**src/rtl/core_pkg.sv**
```systemverilog
// Shared RV32I control types: FSM states, datapath select encodings, opcodes.
// Pure declarations; used by the sequencer, its decoder and the immediate generator.
package core_pkg;

   typedef enum logic [3:0] {
      IDLE, FETCH_REQ, FETCH_WAIT, DECODE, EXEC, MEM_REQ, MEM_WAIT, WB, TRAP
   } state_e;

   typedef enum logic [1:0] {
      PC_PLUS4  = 2'd0,
      PC_ALU    = 2'd1,
      PC_BRANCH = 2'd2
   } pc_sel_e;

   typedef enum logic [1:0] {
      WB_ALU  = 2'd0,
      WB_LOAD = 2'd1,
      WB_PC4  = 2'd2,
      WB_IMM  = 2'd3
   } wb_sel_e;

   typedef enum logic {ALU_A_RS1 = 1'b0, ALU_A_PC  = 1'b1} alu_a_e;
   typedef enum logic {ALU_B_RS2 = 1'b0, ALU_B_IMM = 1'b1} alu_b_e;

   typedef enum logic [3:0] {
      CLS_ILLEGAL, CLS_OP, CLS_OP_IMM, CLS_LOAD, CLS_STORE, CLS_BRANCH,
      CLS_JAL, CLS_JALR, CLS_LUI, CLS_AUIPC, CLS_FENCE
   } instr_cls_e;

   localparam logic [4:0] OPCODE_LOAD     = 5'b00000;
   localparam logic [4:0] OPCODE_MISC_MEM = 5'b00011;
   localparam logic [4:0] OPCODE_OP_IMM   = 5'b00100;
   localparam logic [4:0] OPCODE_AUIPC    = 5'b00101;
   localparam logic [4:0] OPCODE_STORE    = 5'b01000;
   localparam logic [4:0] OPCODE_OP       = 5'b01100;
   localparam logic [4:0] OPCODE_LUI      = 5'b01101;
   localparam logic [4:0] OPCODE_BRANCH   = 5'b11000;
   localparam logic [4:0] OPCODE_JALR     = 5'b11001;
   localparam logic [4:0] OPCODE_JAL      = 5'b11011;
   localparam logic [4:0] OPCODE_SYSTEM   = 5'b11100;

   typedef struct packed {
      instr_cls_e cls;
      alu_a_e     a_sel;
      alu_b_e     b_sel;
      wb_sel_e    wb_sel;
      logic       jump;
   } dec_t;

endpackage

```
**src/rtl/ctrl_decode.sv**
```systemverilog
// Combinational opcode decoder: instruction class plus static ALU/writeback selects.
// Zero latency; no handshake.
module ctrl_decode
   import core_pkg::*;
(
   input  logic [6:0] opcode,
   output dec_t       dec
);

   always_comb begin
      dec = '{cls: CLS_ILLEGAL, a_sel: ALU_A_RS1, b_sel: ALU_B_RS2, wb_sel: WB_ALU, jump: 1'b0};
      // Compressed/reserved encodings and SYSTEM stay illegal.
      if (opcode[1:0] == 2'b11) begin
         case (opcode[6:2])
            OPCODE_OP:       dec.cls = CLS_OP;
            OPCODE_OP_IMM: begin
               dec.cls   = CLS_OP_IMM;
               dec.b_sel = ALU_B_IMM;
            end
            OPCODE_LOAD: begin
               dec.cls    = CLS_LOAD;
               dec.b_sel  = ALU_B_IMM;
               dec.wb_sel = WB_LOAD;
            end
            OPCODE_STORE: begin
               dec.cls   = CLS_STORE;
               dec.b_sel = ALU_B_IMM;
            end
            OPCODE_JALR: begin
               dec.cls    = CLS_JALR;
               dec.b_sel  = ALU_B_IMM;
               dec.wb_sel = WB_PC4;
               dec.jump   = 1'b1;
            end
            OPCODE_AUIPC: begin
               dec.cls   = CLS_AUIPC;
               dec.a_sel = ALU_A_PC;
               dec.b_sel = ALU_B_IMM;
            end
            OPCODE_JAL: begin
               dec.cls    = CLS_JAL;
               dec.a_sel  = ALU_A_PC;
               dec.b_sel  = ALU_B_IMM;
               dec.wb_sel = WB_PC4;
               dec.jump   = 1'b1;
            end
            OPCODE_LUI: begin
               dec.cls    = CLS_LUI;
               dec.wb_sel = WB_IMM;
            end
            OPCODE_BRANCH:   dec.cls = CLS_BRANCH;
            OPCODE_MISC_MEM: dec.cls = CLS_FENCE;
            default:         dec.cls = CLS_ILLEGAL;
         endcase
      end
   end

endmodule

```
**src/rtl/multicycle_ctrl.sv**
```systemverilog
// Multi-cycle RV32I sequencer driving the shared datapath; 3-7 cycles per instruction.
// Stalls in request states until mem_gnt_i and in wait states until mem_rvalid_i.
module multicycle_ctrl
   import core_pkg::*;
#(
   parameter int INSTRET_W = 32
) (
   input  logic                 clk_i,
   input  logic                 rst_ni,
   input  logic [31:0]          instr_i,
   input  logic                 branch_taken_i,
   input  logic                 mem_gnt_i,
   input  logic                 mem_rvalid_i,
   output logic                 mem_req_o,
   output logic                 mem_we_o,
   output logic                 mem_addr_sel_o,
   output logic                 ir_we_o,
   output logic                 pc_we_o,
   output logic [1:0]           pc_sel_o,
   output logic                 alu_a_sel_o,
   output logic                 alu_b_sel_o,
   output logic                 rf_we_o,
   output logic [1:0]           wb_sel_o,
   output logic                 illegal_o,
   output logic [INSTRET_W-1:0] instret_o
);

   state_e  st, nxt;
   dec_t    dec;
   pc_sel_e pc_sel;
   logic    is_load, is_store;
   logic    unused_instr;

   ctrl_decode u_decode (
      .opcode (instr_i[6:0]),
      .dec    (dec)
   );

   assign is_load      = (dec.cls == CLS_LOAD);
   assign is_store     = (dec.cls == CLS_STORE);
   assign unused_instr = ^instr_i[31:7];

   always_comb begin
      nxt = st;
      case (st)
         IDLE:       nxt = FETCH_REQ;
         FETCH_REQ:  if (mem_gnt_i) nxt = FETCH_WAIT;
         FETCH_WAIT: if (mem_rvalid_i) nxt = DECODE;
         DECODE: begin
            if (dec.cls == CLS_ILLEGAL)    nxt = TRAP;
            else if (dec.cls == CLS_FENCE) nxt = FETCH_REQ;
            else                           nxt = EXEC;
         end
         EXEC: begin
            if (dec.cls == CLS_BRANCH)     nxt = FETCH_REQ;
            else if (is_load || is_store)  nxt = MEM_REQ;
            else                           nxt = WB;
         end
         MEM_REQ:    if (mem_gnt_i) nxt = is_store ? FETCH_REQ : MEM_WAIT;
         MEM_WAIT:   if (mem_rvalid_i) nxt = WB;
         WB:         nxt = FETCH_REQ;
         TRAP:       nxt = TRAP;
         default:    nxt = IDLE;
      endcase
   end

   // Handshake- and comparator-qualified strobes; everything else is registered Moore.
   assign ir_we_o = (st == FETCH_WAIT) && mem_rvalid_i;

   always_comb begin
      pc_we_o = 1'b0;
      pc_sel  = PC_PLUS4;
      case (st)
         DECODE:  pc_we_o = (dec.cls == CLS_FENCE);
         EXEC: begin
            if (dec.cls == CLS_BRANCH) begin
               pc_we_o = 1'b1;
               pc_sel  = branch_taken_i ? PC_BRANCH : PC_PLUS4;
            end
         end
         MEM_REQ: pc_we_o = is_store && mem_gnt_i;
         WB: begin
            pc_we_o = 1'b1;
            if (dec.jump) pc_sel = PC_ALU;
         end
         default: ;
      endcase
   end

   assign pc_sel_o = pc_sel;

   // Moore outputs are loaded with the values of the state being entered.
   always_ff @(posedge clk_i or negedge rst_ni) begin
      if (!rst_ni) begin
         st             <= IDLE;
         mem_req_o      <= 1'b0;
         mem_we_o       <= 1'b0;
         mem_addr_sel_o <= 1'b0;
         alu_a_sel_o    <= 1'b0;
         alu_b_sel_o    <= 1'b0;
         rf_we_o        <= 1'b0;
         wb_sel_o       <= 2'd0;
         illegal_o      <= 1'b0;
         instret_o      <= '0;
      end else begin
         st             <= nxt;
         mem_req_o      <= (nxt == FETCH_REQ) || (nxt == MEM_REQ);
         mem_we_o       <= (nxt == MEM_REQ) && is_store;
         mem_addr_sel_o <= (nxt == MEM_REQ);
         alu_a_sel_o    <= (nxt == EXEC || nxt == MEM_REQ) ? dec.a_sel : ALU_A_RS1;
         alu_b_sel_o    <= (nxt == EXEC || nxt == MEM_REQ) ? dec.b_sel : ALU_B_RS2;
         rf_we_o        <= (nxt == WB);
         wb_sel_o       <= (nxt == WB) ? dec.wb_sel : WB_ALU;
         illegal_o      <= (nxt == TRAP);
         if (pc_we_o) instret_o <= instret_o + INSTRET_W'(1);
      end
   end

endmodule

```
**config.mk**
```make
export PLATFORM = sky130hd
export DESIGN_NAME = multicycle_ctrl
export DESIGN_NICKNAME = d
export VERILOG_FILES = /design/src/rtl/core_pkg.sv /design/src/rtl/ctrl_decode.sv /design/src/rtl/multicycle_ctrl.sv
export SDC_FILE = /design/constraint.sdc
export NUM_CORES = 1
export LEC_CHECK = 0
export CAP_MARGIN = 30
export CORE_MARGIN = 4
export CORE_UTILIZATION = 49
export DETAILED_ROUTE_END_ITERATION = 8
export GPL_TIMING_DRIVEN = 0
export PLACE_DENSITY = 0.85
export SLEW_MARGIN = 40
export SYNTH_ARGS = -nofsm -noshare
export SYNTH_HDL_FRONTEND = slang
export SYNTH_SLANG_ARGS = --single-unit
```
**constraint.sdc**
```tcl
create_clock -name clk_i -period 3.3 [get_ports clk_i]
set_clock_uncertainty 0.05 [all_clocks]
set_input_delay 0.66 -clock clk_i [delete_from_list [all_inputs] [get_ports clk_i]]
set_output_delay 0.66 -clock clk_i [all_outputs]
set_load 0.05 [all_outputs]
```
==> run metrics <==
status=finished, final reports clean; antenna-violating nets left=0; drc violations=0; Buf/Inv on CP=3; First DRT Iteration DRCs=108; Tightest Pin Transition=0.619 ns; CTS tree=built; setup violators final=0; count leader, synth=dfrtp_1; Int Pwr=0.867 mW; Startpoint Class=primary input; Area after DPL=0.00308 sq mm; Area contributors post-synth=dfrtp_1 (46%), xnor2_1 (6.5%), xor2_1 (4.7%), nand4_1 (4.1%), nor2_1 (2.8%); Overall Power=about 1.3 mW; Post-DP HPWL=4070 um; total number of vias=2,010; # Post-CTS Setup Buffers=0; die width=around 80 um; Clk pwr share=26.0%; share of layout cells above drive strength 1=between 10% and 20%; vias in the first global route=about 1,900; pin count of the biggest net entering global routing=46; largest stage delay on the critical path=about 0.5 ns; Sw Pwr=0.456 mW; dpl ws=-0.559 ns; number of diodes=0; combinational power share=26.5%; Initial Utilization=51.2%; root buf cell=clkbuf_8; Total Routing Usage GR=19.1%; dominant synthesized flop cell=dfrtp_1; Syn Area/Cell=roughly 10 sq um; core box area=0.00475 sq mm; Clock Tree Buf Depth=2; CP Class=primary input to output pin; Net Sw Frac=approximately a third; CP most frequent cell=buf_4; clock insertion delay at the later pin of the skew report=about 0.30 ns; Reg power frac=47.4%; PD cells=~420 mW/mm^2; Die Height=approximately 78 um; Seq cells post-synth=between 40 and 50; post-synth top area share=about 46%; Worst Path Arrival=around 2.5 ns; Seq/Total Area, Yosys=a little under half; EDFF count, synth=0; VDD IR-drop max=228 uV; final worst setup slack=around 0.14 ns; Clock Pin Slew Worst Setup and Hold Paths=approximately 0.090 ns; Tcrit/Tclk final=95.8%; max cap viols=0; wire per inst=14.8 um; Leak=1.39 nW; final net count=around 330; TritonRoute pass-1 iters=4; Post-Route WL=about 5400 um; cell breakdown of the critical path=clkdlybuf4s50_1, and2_0, and4_4, or3_4, buf_4, buf_4; Die Area=approximately 0.0062 sq mm; Final Hold Vio Count=0; footprint of the multi-input gates=roughly 0.0012 sq mm; CP Capture Type=output pin; Post-Syn Area=around 0.0024 sq mm; # IOs=82; Design Area, Final=approximately 0.0032 sq mm; global placement routability congestion=around 0.9; hold buffers post-CTS=0; RSZ-0062 raised after global routing=no; Synth top cells by count=dfrtp_1 (45), nor2_1 (18), xnor2_1 (18), nand4_1 (16), nand2_1 (15); Overflow after GRT=0; hold crit path type=primary input to async pin; delay-heaviest family, CP=simple AND/OR/NAND/NOR gates; Period minus WS final=about 3.2 ns; max_slew headroom=around three fifths; Area Overhead vs Synth=30.0%; Rows=25; Post-Syn Nets=270; Required @ worst endpoint=~2.6 ns; dominant cell type by area after synthesis=dfrtp_1; PortBufs=56; Yosys warnings=0; Core Util, Final=66.5%; DR vias/cell=~5.5; Synth cell types=between 50 and 60; sequential cell area=0.00113 sq mm; fin. max-slew vios=0; Max Fclk=0.316 GHz; first-pass GRT wire length=between 9000 and 10,000 um; Num CTS Buffers=5; Worst Path Max Fanout=10; antenna violations before repair=0; clk sinks=between 40 and 50; H-tree Lvls=2; Mapped Cells=between 200 and 250; slowest CP cell=clkdlybuf4s50_1; Post-synth ARST share=between 90% and 100%; Fillers=between 300 and 400
worst paths after layout:
check	from	to	slack, ns	cells after the start
max in group asynchronous	rst_ni	instret_o[13]$_DFFE_PN0P_	2.55	1
min in group clk_i	instret_o[5]$_DFFE_PN0P_	instret_o[5]$_DFFE_PN0P_	0.44	1
setup reg to reg	st[0]$_DFF_PN0_	instret_o[20]$_DFFE_PN0P_	1.16	7
hold reg to reg	instret_o[5]$_DFFE_PN0P_	instret_o[5]$_DFFE_PN0P_	0.44	1
setup / recovery	instr_i[0]	pc_we_o	0.14	6
hold / removal	rst_ni	instret_o[21]$_DFFE_PN0P_	0.28	1
registers in the layout, indices dropped and copies added, names as in the netlist:
name and cells:
wb_sel_o 2, instret_o 32, alu_a_sel_o 1, rf_we_o 1, mem_addr_sel_o 1, st 4, mem_req_o 1, mem_we_o 1
illegal_o 1, alu_b_sel_o 1
power groups by stage:
stage,clock network (mW),logic [mW],registers (mW)
after floorplan,0,0.165,0.705
after global placement,0,0.349,0.637
after detailed placement,0,0.353,0.636
after CTS,0.351,0.354,0.626
after global routing,0.372,0.380,0.636
final,0.344,0.351,0.627
layout make-up:
| type | instances | share of cell area (%) |
|---|---|---|
| Clock buffer | 5 | 2.18 |
| Multi-Input combinational cell | 169 | 38.4 |
| Tap cell | 67 | 2.65 |
| Sequential cell | 45 | 35.6 |
| Buffer | 10 | 1.98 |
| Inverter | 8 | 0.949 |
| Clock inverter | 3 | 0.672 |
| Timing Repair Buffer | 56 | 17.6 |
routing by layer:
metal  vias up  part of all wire (%)  GRT usage (%)
li1        951                     -              -
met1       970                    46           25.1
met2        78                    46           30.7
met3        11                   6.3           4.59
met4         0                   1.9           6.99
met5         -                     0              0
logic make-up after synthesis:
family / share of synthesized area, %
adder cells (fa/ha/maj): 0.514
multiplexers: 1.29
AND/OR/NAND/NOR: 30.0
AO/OA/AOI/OAI: 6.99
XOR/XNOR: 11.2
buffers and inverters: 3.80
flip-flops: 46.3
worst reg2reg max path, delay by kind of cell, from the launching register on:
| kind | cells | cell delay (ns) |
|---|---|---|
| flip-flops | 1 | 0.36 |
| XOR/XNOR | 1 | 0.19 |
| AO/OA/AOI/OAI | 2 | 0.53 |
| AND/OR/NAND/NOR | 2 | 0.58 |
| buffers and inverters | 2 | 0.36 |
per-stage QoR:
step / std cells / hold slack, ns / setup TNS [ns]
2_1_floorplan: 232 / 0.314 / 0
3_3_place_gp: 355 / 0.410 / -0.645
3_5_place_dp: 355 / 0.438 / -0.653
4_1_cts: 363 / 0.308 / 0
5_1_grt: 363 / 0.334 / 0
6_report: 363 / 0.282 / 0
cells in the final DEF, fill, tap and decap left out, types with 3 or more instances in the layout:
| cell type | netlist | routed |
|---|---|---|
| clkdlybuf4s50_1 | 0 | 51 |
| dfrtp_1 | 45 | 45 |
| nor2_1 | 18 | 18 |
| xnor2_1 | 18 | 18 |
| nand4_1 | 16 | 16 |
| nand2_1 | 15 | 15 |
| xor2_1 | 13 | 13 |
| inv_1 | 8 | 8 |
| nor3_1 | 8 | 8 |
| nand3_1 | 8 | 8 |
| and3_1 | 7 | 7 |
| nand2b_1 | 5 | 5 |
| o21ai_0 | 5 | 5 |
| and2_1 | 5 | 5 |
| clkbuf_8 | 0 | 5 |
| buf_2 | 4 | 4 |
| nor2b_1 | 4 | 4 |
| nand3b_1 | 3 | 3 |
| buf_4 | 1 | 3 |
| nor3_2 | 3 | 3 |
repair_timing:
action / CTS / global route
resized for setup: 8 / 1
pin swaps: 0 / 2
setup endpoints to repair: 3 / 1
cloned: 0 / 0
(Power assumes the default switching activity.)
